### config.mk
export PLATFORM = sky130hd
export DESIGN_NAME = lpc_io_target
export DESIGN_NICKNAME = d
export VERILOG_FILES = /design/src/rtl/lpc_pkg.sv /design/src/rtl/lpc_io_target.sv
export SDC_FILE = /design/constraint.sdc
export NUM_CORES = 1
export LEC_CHECK = 0
export CAP_MARGIN = 0
export CORE_ASPECT_RATIO = 2
export CORE_MARGIN = 2
export CORE_UTILIZATION = 50
export CTS_CLUSTER_SIZE = 25
export DETAILED_ROUTE_END_ITERATION = 10
export GPL_TIMING_DRIVEN = 0
export MAX_ROUTING_LAYER = met4
export PLACE_DENSITY = 0.78
export SLEW_MARGIN = 20
export SYNTH_ARGS = -nofsm -noshare
export SYNTH_HDL_FRONTEND = slang
export SYNTH_SLANG_ARGS = --single-unit
### constraint.sdc
create_clock -name LpcClock -period 4 [get_ports LpcClock]
set_clock_uncertainty 0.05 [all_clocks]
set_input_delay 0.8 -clock LpcClock [delete_from_list [all_inputs] [get_ports LpcClock]]
set_output_delay 0.8 -clock LpcClock [all_outputs]
set_load 0.01 [all_outputs]
### src/rtl/lpc_pkg.sv
// Shared LPC I/O target definitions.
// Holds the FSM state type, cycle-type codes, SYNC/TAR nibbles and window width.
package lpc_pkg;

  typedef enum logic [3:0] {
    IDLE,
    CYCTYPE,
    ADDR3,
    ADDR2,
    ADDR1,
    ADDR0,
    WDATA0,
    WDATA1,
    HTAR0,
    HTAR1,
    SYNC,
    RDATA0,
    RDATA1,
    PTAR0,
    PTAR1,
    IGNORE
  } lpc_state_t;

  localparam logic [2:0] CYC_IO_RD = 3'b000;
  localparam logic [2:0] CYC_IO_WR = 3'b001;

  localparam logic [3:0] SYNC_READY = 4'h0;
  localparam logic [3:0] SYNC_LWAIT = 4'h6;
  localparam logic [3:0] LAD_TAR    = 4'hF;

  localparam int IO_WIN_BITS = 5;

endpackage

### src/rtl/lpc_io_target.sv
// LPC I/O-cycle target: decodes a 32-byte I/O window into Addr/Wr/Rd strobes.
// Ports: LpcClock, PciReset (async low), LFRAME_N, LAD_in/out/oe, RdData, Addr, Wr, Rd, DataWrSW.
module lpc_io_target
  import lpc_pkg::*;
#(
  parameter logic [15:0] BASE_ADDR = 16'h0800,
  parameter int          SYNC_WAIT = 0
) (
  input  logic       LpcClock,
  input  logic       PciReset,
  input  logic       LFRAME_N,
  input  logic [3:0] LAD_in,
  output logic [3:0] LAD_out,
  output logic       LAD_oe,
  input  logic [7:0] RdData,
  output logic [7:0] Addr,
  output logic       Wr,
  output logic       Rd,
  output logic [7:0] DataWrSW
);

  localparam logic [3:0] WAIT_INIT = 4'(SYNC_WAIT);

  lpc_state_t  state;
  logic [11:0] addr;
  logic [15:0] nxt_addr;
  logic        hit;
  logic        is_wr;
  logic [3:0]  wcnt;
  logic [7:0]  hold;

  // The last address nibble completes the decode in the same edge.
  always_comb begin
    nxt_addr = {addr, LAD_in};
    hit = (nxt_addr[15:IO_WIN_BITS] == BASE_ADDR[15:IO_WIN_BITS]);
  end

  always_ff @(posedge LpcClock or negedge PciReset) begin
    if (!PciReset) begin
      state    <= IDLE;
      addr     <= '0;
      is_wr    <= 1'b0;
      wcnt     <= '0;
      hold     <= '0;
      LAD_out  <= LAD_TAR;
      LAD_oe   <= 1'b0;
      Addr     <= '0;
      Wr       <= 1'b0;
      Rd       <= 1'b0;
      DataWrSW <= '0;
    end else begin
      Wr <= 1'b0;
      Rd <= 1'b0;
      if (!LFRAME_N) begin
        // START or abort: release the bus; a zero nibble opens a new frame.
        state   <= (LAD_in == 4'h0) ? CYCTYPE : IGNORE;
        LAD_oe  <= 1'b0;
        LAD_out <= LAD_TAR;
      end else begin
        unique case (state)
          IDLE: ;
          CYCTYPE: begin
            if (LAD_in[3:1] == CYC_IO_RD) begin
              is_wr <= 1'b0;
              state <= ADDR3;
            end else if (LAD_in[3:1] == CYC_IO_WR) begin
              is_wr <= 1'b1;
              state <= ADDR3;
            end else begin
              state <= IGNORE;
            end
          end
          ADDR3: begin
            addr  <= nxt_addr[11:0];
            state <= ADDR2;
          end
          ADDR2: begin
            addr  <= nxt_addr[11:0];
            state <= ADDR1;
          end
          ADDR1: begin
            addr  <= nxt_addr[11:0];
            state <= ADDR0;
          end
          ADDR0: begin
            if (hit) begin
              Addr  <= 8'(nxt_addr[IO_WIN_BITS-1:0]);
              state <= is_wr ? WDATA0 : HTAR0;
            end else begin
              state <= IGNORE;
            end
          end
          WDATA0: begin
            DataWrSW[3:0] <= LAD_in;
            state         <= WDATA1;
          end
          WDATA1: begin
            DataWrSW[7:4] <= LAD_in;
            state         <= HTAR0;
          end
          HTAR0: begin
            Rd    <= !is_wr;
            state <= HTAR1;
          end
          HTAR1: begin
            // Capture before the read-clear side effect lands.
            hold   <= RdData;
            state  <= SYNC;
            LAD_oe <= 1'b1;
            wcnt   <= WAIT_INIT;
            if (WAIT_INIT == 4'd0) begin
              LAD_out <= SYNC_READY;
              Wr      <= is_wr;
            end else begin
              LAD_out <= SYNC_LWAIT;
            end
          end
          SYNC: begin
            if (wcnt == 4'd0) begin
              state   <= is_wr ? PTAR0 : RDATA0;
              LAD_out <= is_wr ? LAD_TAR : hold[3:0];
            end else begin
              wcnt <= wcnt - 4'd1;
              if (wcnt == 4'd1) begin
                LAD_out <= SYNC_READY;
                Wr      <= is_wr;
              end
            end
          end
          RDATA0: begin
            LAD_out <= hold[7:4];
            state   <= RDATA1;
          end
          RDATA1: begin
            LAD_out <= LAD_TAR;
            state   <= PTAR0;
          end
          PTAR0: begin
            LAD_oe <= 1'b0;
            state  <= PTAR1;
          end
          PTAR1: state <= IDLE;
          IGNORE: ;
          default: state <= IDLE;
        endcase
      end
    end
  end

endmodule

==> impl_results.md <==
* Run status: completed
* Most frequent cells in the layout: 45 x sky130_fd_sc_hd__dfrtp_1, 34 x sky130_fd_sc_hd__mux2_2, 32 x sky130_fd_sc_hd__clkdlybuf4s50_1, 18 x sky130_fd_sc_hd__nor2_1
* Max-slew violations at 0
* Largest fanout of any net on the critical path at 6
* Worst hold path type: input pin to async pin
* Total DRC errors in the routed layout at 0
* Routability-driven placement congestion ratio at roughly 0.88
* Port Buffer Count at 33
* Power per Cell Area at 643.8 nW/um2
* Total of endpoints with negative setup slack in the final report at 0
* RSZ-0062 raised after global routing: no
* Total global routing overflow at 0
* Detail-routed net length per standard cell at about 16 um
* Cell area after synthesis at approximately 2400 um2
* Vias per cell at approximately 5.6
* CTS tree: done
* Kind of critical path: input pin to flop
* Relative area change from synthesis to final layout at 21.68%
* Pin count of the biggest net entering global routing at 28
* Synthesis warning total at 0
* Data arrival at the endpoint of the critical path at ~2300 ps
* Net count, final at between 200 and 300
* Longest Clk Path Bufs at 2
* Io pins at 38
* FFs w/ async S/R, synth at 1.000
* Global-route wire length before repair at roughly 8 mm
* Cells after synthesis at between 200 and 250
* Total setup buffers inserted after CTS at 0
* Effective utilization at floorplan at 0.5197
* Transition time at the pin with the least slew margin at roughly 580 ps
* Max-cap violations at 0
* Total track usage at 0.2097
* Highest Clock Rate at ~440 MHz
* Width of the die at about 53 um
* Die area at approximately 5400 um2
* Period Utilization, post-route at 0.5619
* Fill cell count at approximately 390
* Post-detailed-route count of antenna-violating nets at 0
* Root buf cell: sky130_fd_sc_hd__clkbuf_8
* Maximum VDD drop at between 0.0003 and 0.0004 V
* Post-DP HPWL at 3.686 mm
* Clock latency at the later pin of the worst-skew pair at 300 ps
* Sequential cell area fraction in the yosys report at 0.5152
* Static leakage at around 0.0012 uW
* Most common library cell in the layout ignoring fill and taps: sky130_fd_sc_hd__dfrtp_1
* Rel. slew slack at 0.6092
* Antenna violations before repair at 0
* Post-synth EDFFs at 0
* Fraction of layout cells with a size suffix above 1 at 0.2874
* Final hold violation count at 0
* Final Routed Wirelength at roughly 4.8 mm
* Number of global-route vias before repair at about 1700
* Ant. Diodes at 0
* Average size of a mapped cell at between 10 and 15 um2
* Htree depth at 2
* Post-CTS Hold Buffers at 0
* Minimum period implied by the final worst setup slack at between 2000 and 2500 ps
* Number of DRC markers in iteration 0 at 33
* Number of sinks on the clock net at 49
* Overall via count from detail_route at 1700
* CP startpoint kind: input pin
* Standard cell core area at between 4000 and 5000 um2
* Number of different library cells in the post-synthesis netlist at 45
* Inserted Clock Buffers at 5
* Die height at 101.8 um
* # resized after CTS at 0
* Utilization after layout at 0.6324
* Clock slew seen by the registers of the worst setup and hold paths at 90 ps
* Synth Flop Type: sky130_fd_sc_hd__dfrtp_1
* Endpoint kind of the worst setup timing path: flop
* TritonRoute pass-1 iters at 4
* Crit path required time at between 4000 and 5000 ps
* #FFs+latches synth at 49
* Post-route setup TNS at 0 ps
* Row cnt at 35
==> power by group <==
part | switching, uW | internal, uW
sequential | 109 | 682
combinational | 385 | 394
clock | 162 | 140
==> layout make-up <==
| class | count | area (um2) | area share |
|---|---|---|---|
| clock buffer | 6 | 82.58 | 0.02840 |
| sequential | 49 | 1231 | 0.4234 |
| inverter | 6 | 22.52 | 0.007745 |
| clock inverter | 2 | 13.76 | 0.004733 |
| buffer | 12 | 68.82 | 0.02367 |
| tap | 55 | 68.82 | 0.02367 |
| timing repair buffer | 34 | 345.3 | 0.1188 |
| multi-input combinational | 138 | 1075 | 0.3696 |
==> synth_stat cells, drive strengths merged, types with 2 or more instances <==
master,count,area [um2]
o21ai,13,65.06
inv,6,22.52
nor2b,4,27.53
ha,2,25.02
dfrtp,45,1126
a21oi,6,30.03
mux2,34,382.9
o22a,4,35.03
or2,2,12.52
xnor2,2,17.52
nor4b,2,23.77
buf,11,65.06
a2111oi,2,30.03
o31a,2,17.52
o41ai,3,26.28
nor3b,3,27.52
nand2,12,45.04
nor2,18,67.56
and3,2,12.51
nand3b,3,35.03
dfstp,4,105.1
nand3,5,30.03
o21a,2,15.01
nor4,5,67.56
==> per-stage QoR <==
step | instance area [um2] | cells | worst slack, ps | hold WS [ps] | power, uW
2_1_floorplan | 2397 | 205 | 1999 | 430.4 | 1294
3_3_place_gp | 2796 | 293 | 753.3 | 441.1 | 1551
3_5_place_dp | 2811 | 294 | 1437 | 445.1 | 1578
4_1_cts | 2908 | 302 | 1744 | 425.4 | 1883
5_1_grt | 2908 | 302 | 1674 | 449.3 | 1991
6_report | 2908 | 302 | 1752 | 416.0 | 1872
==> sequential cells by signal, indices dropped and copies added, names as in the netlist <==
| signal | cells |
|---|---|
| is_wr | 1 |
| hold | 8 |
| wcnt | 4 |
| Rd | 1 |
| Addr | 5 |
| addr | 12 |
| Wr | 1 |
| LAD_oe | 1 |
| DataWrSW | 8 |
| state | 4 |
| LAD_out | 4 |
==> kinds of logic after synthesis <==
| logic type | after synthesis | synth area share |
|---|---|---|
| XOR/XNOR | 2 | 0.007331 |
| other | 1 | 0.001569 |
| buffers and inverters | 18 | 0.03822 |
| AO/OA/AOI/OAI | 37 | 0.1089 |
| adder cells (fa/ha/maj) | 2 | 0.01047 |
| AND/OR/NAND/NOR | 60 | 0.1581 |
| flip-flops | 49 | 0.5152 |
| multiplexers | 34 | 0.1602 |
==> critical path: stages <==
cell and delay [ps]:
sky130_fd_sc_hd__clkdlybuf4s50_1 530, sky130_fd_sc_hd__or2_2 360, sky130_fd_sc_hd__o41ai_1 450, sky130_fd_sc_hd__o22ai_1 200
==> metal layers <==
metal  GRT usage  routed length (um)
met2      0.3817                2819
met5           -                   0
met4     0.09467                 106
met1      0.2143                1687
met3     0.02507                 200
==> path summary, 6_finish.rpt <==
check	startpoint	end	slack [ps]	depth (start not counted)
min in group LpcClock	hold[5]$_DFFE_PN0P_	hold[5]$_DFFE_PN0P_	460	1
max in group asynchronous	PciReset	DataWrSW[6]$_DFFE_PN0P_	2970	2
worst min-delay path	PciReset	wcnt[2]$_DFFE_PN0P_	420	1
worst min register to register	hold[5]$_DFFE_PN0P_	hold[5]$_DFFE_PN0P_	460	1
worst max register to register	addr[2]$_DFFE_PN0P_	state[1]$_DFFE_PN0P_	2030	5
worst max-delay path	LAD_in[2]	state[2]$_DFFE_PN0P_	1750	4
Note: power is estimated with default switching activity, not from simulation.
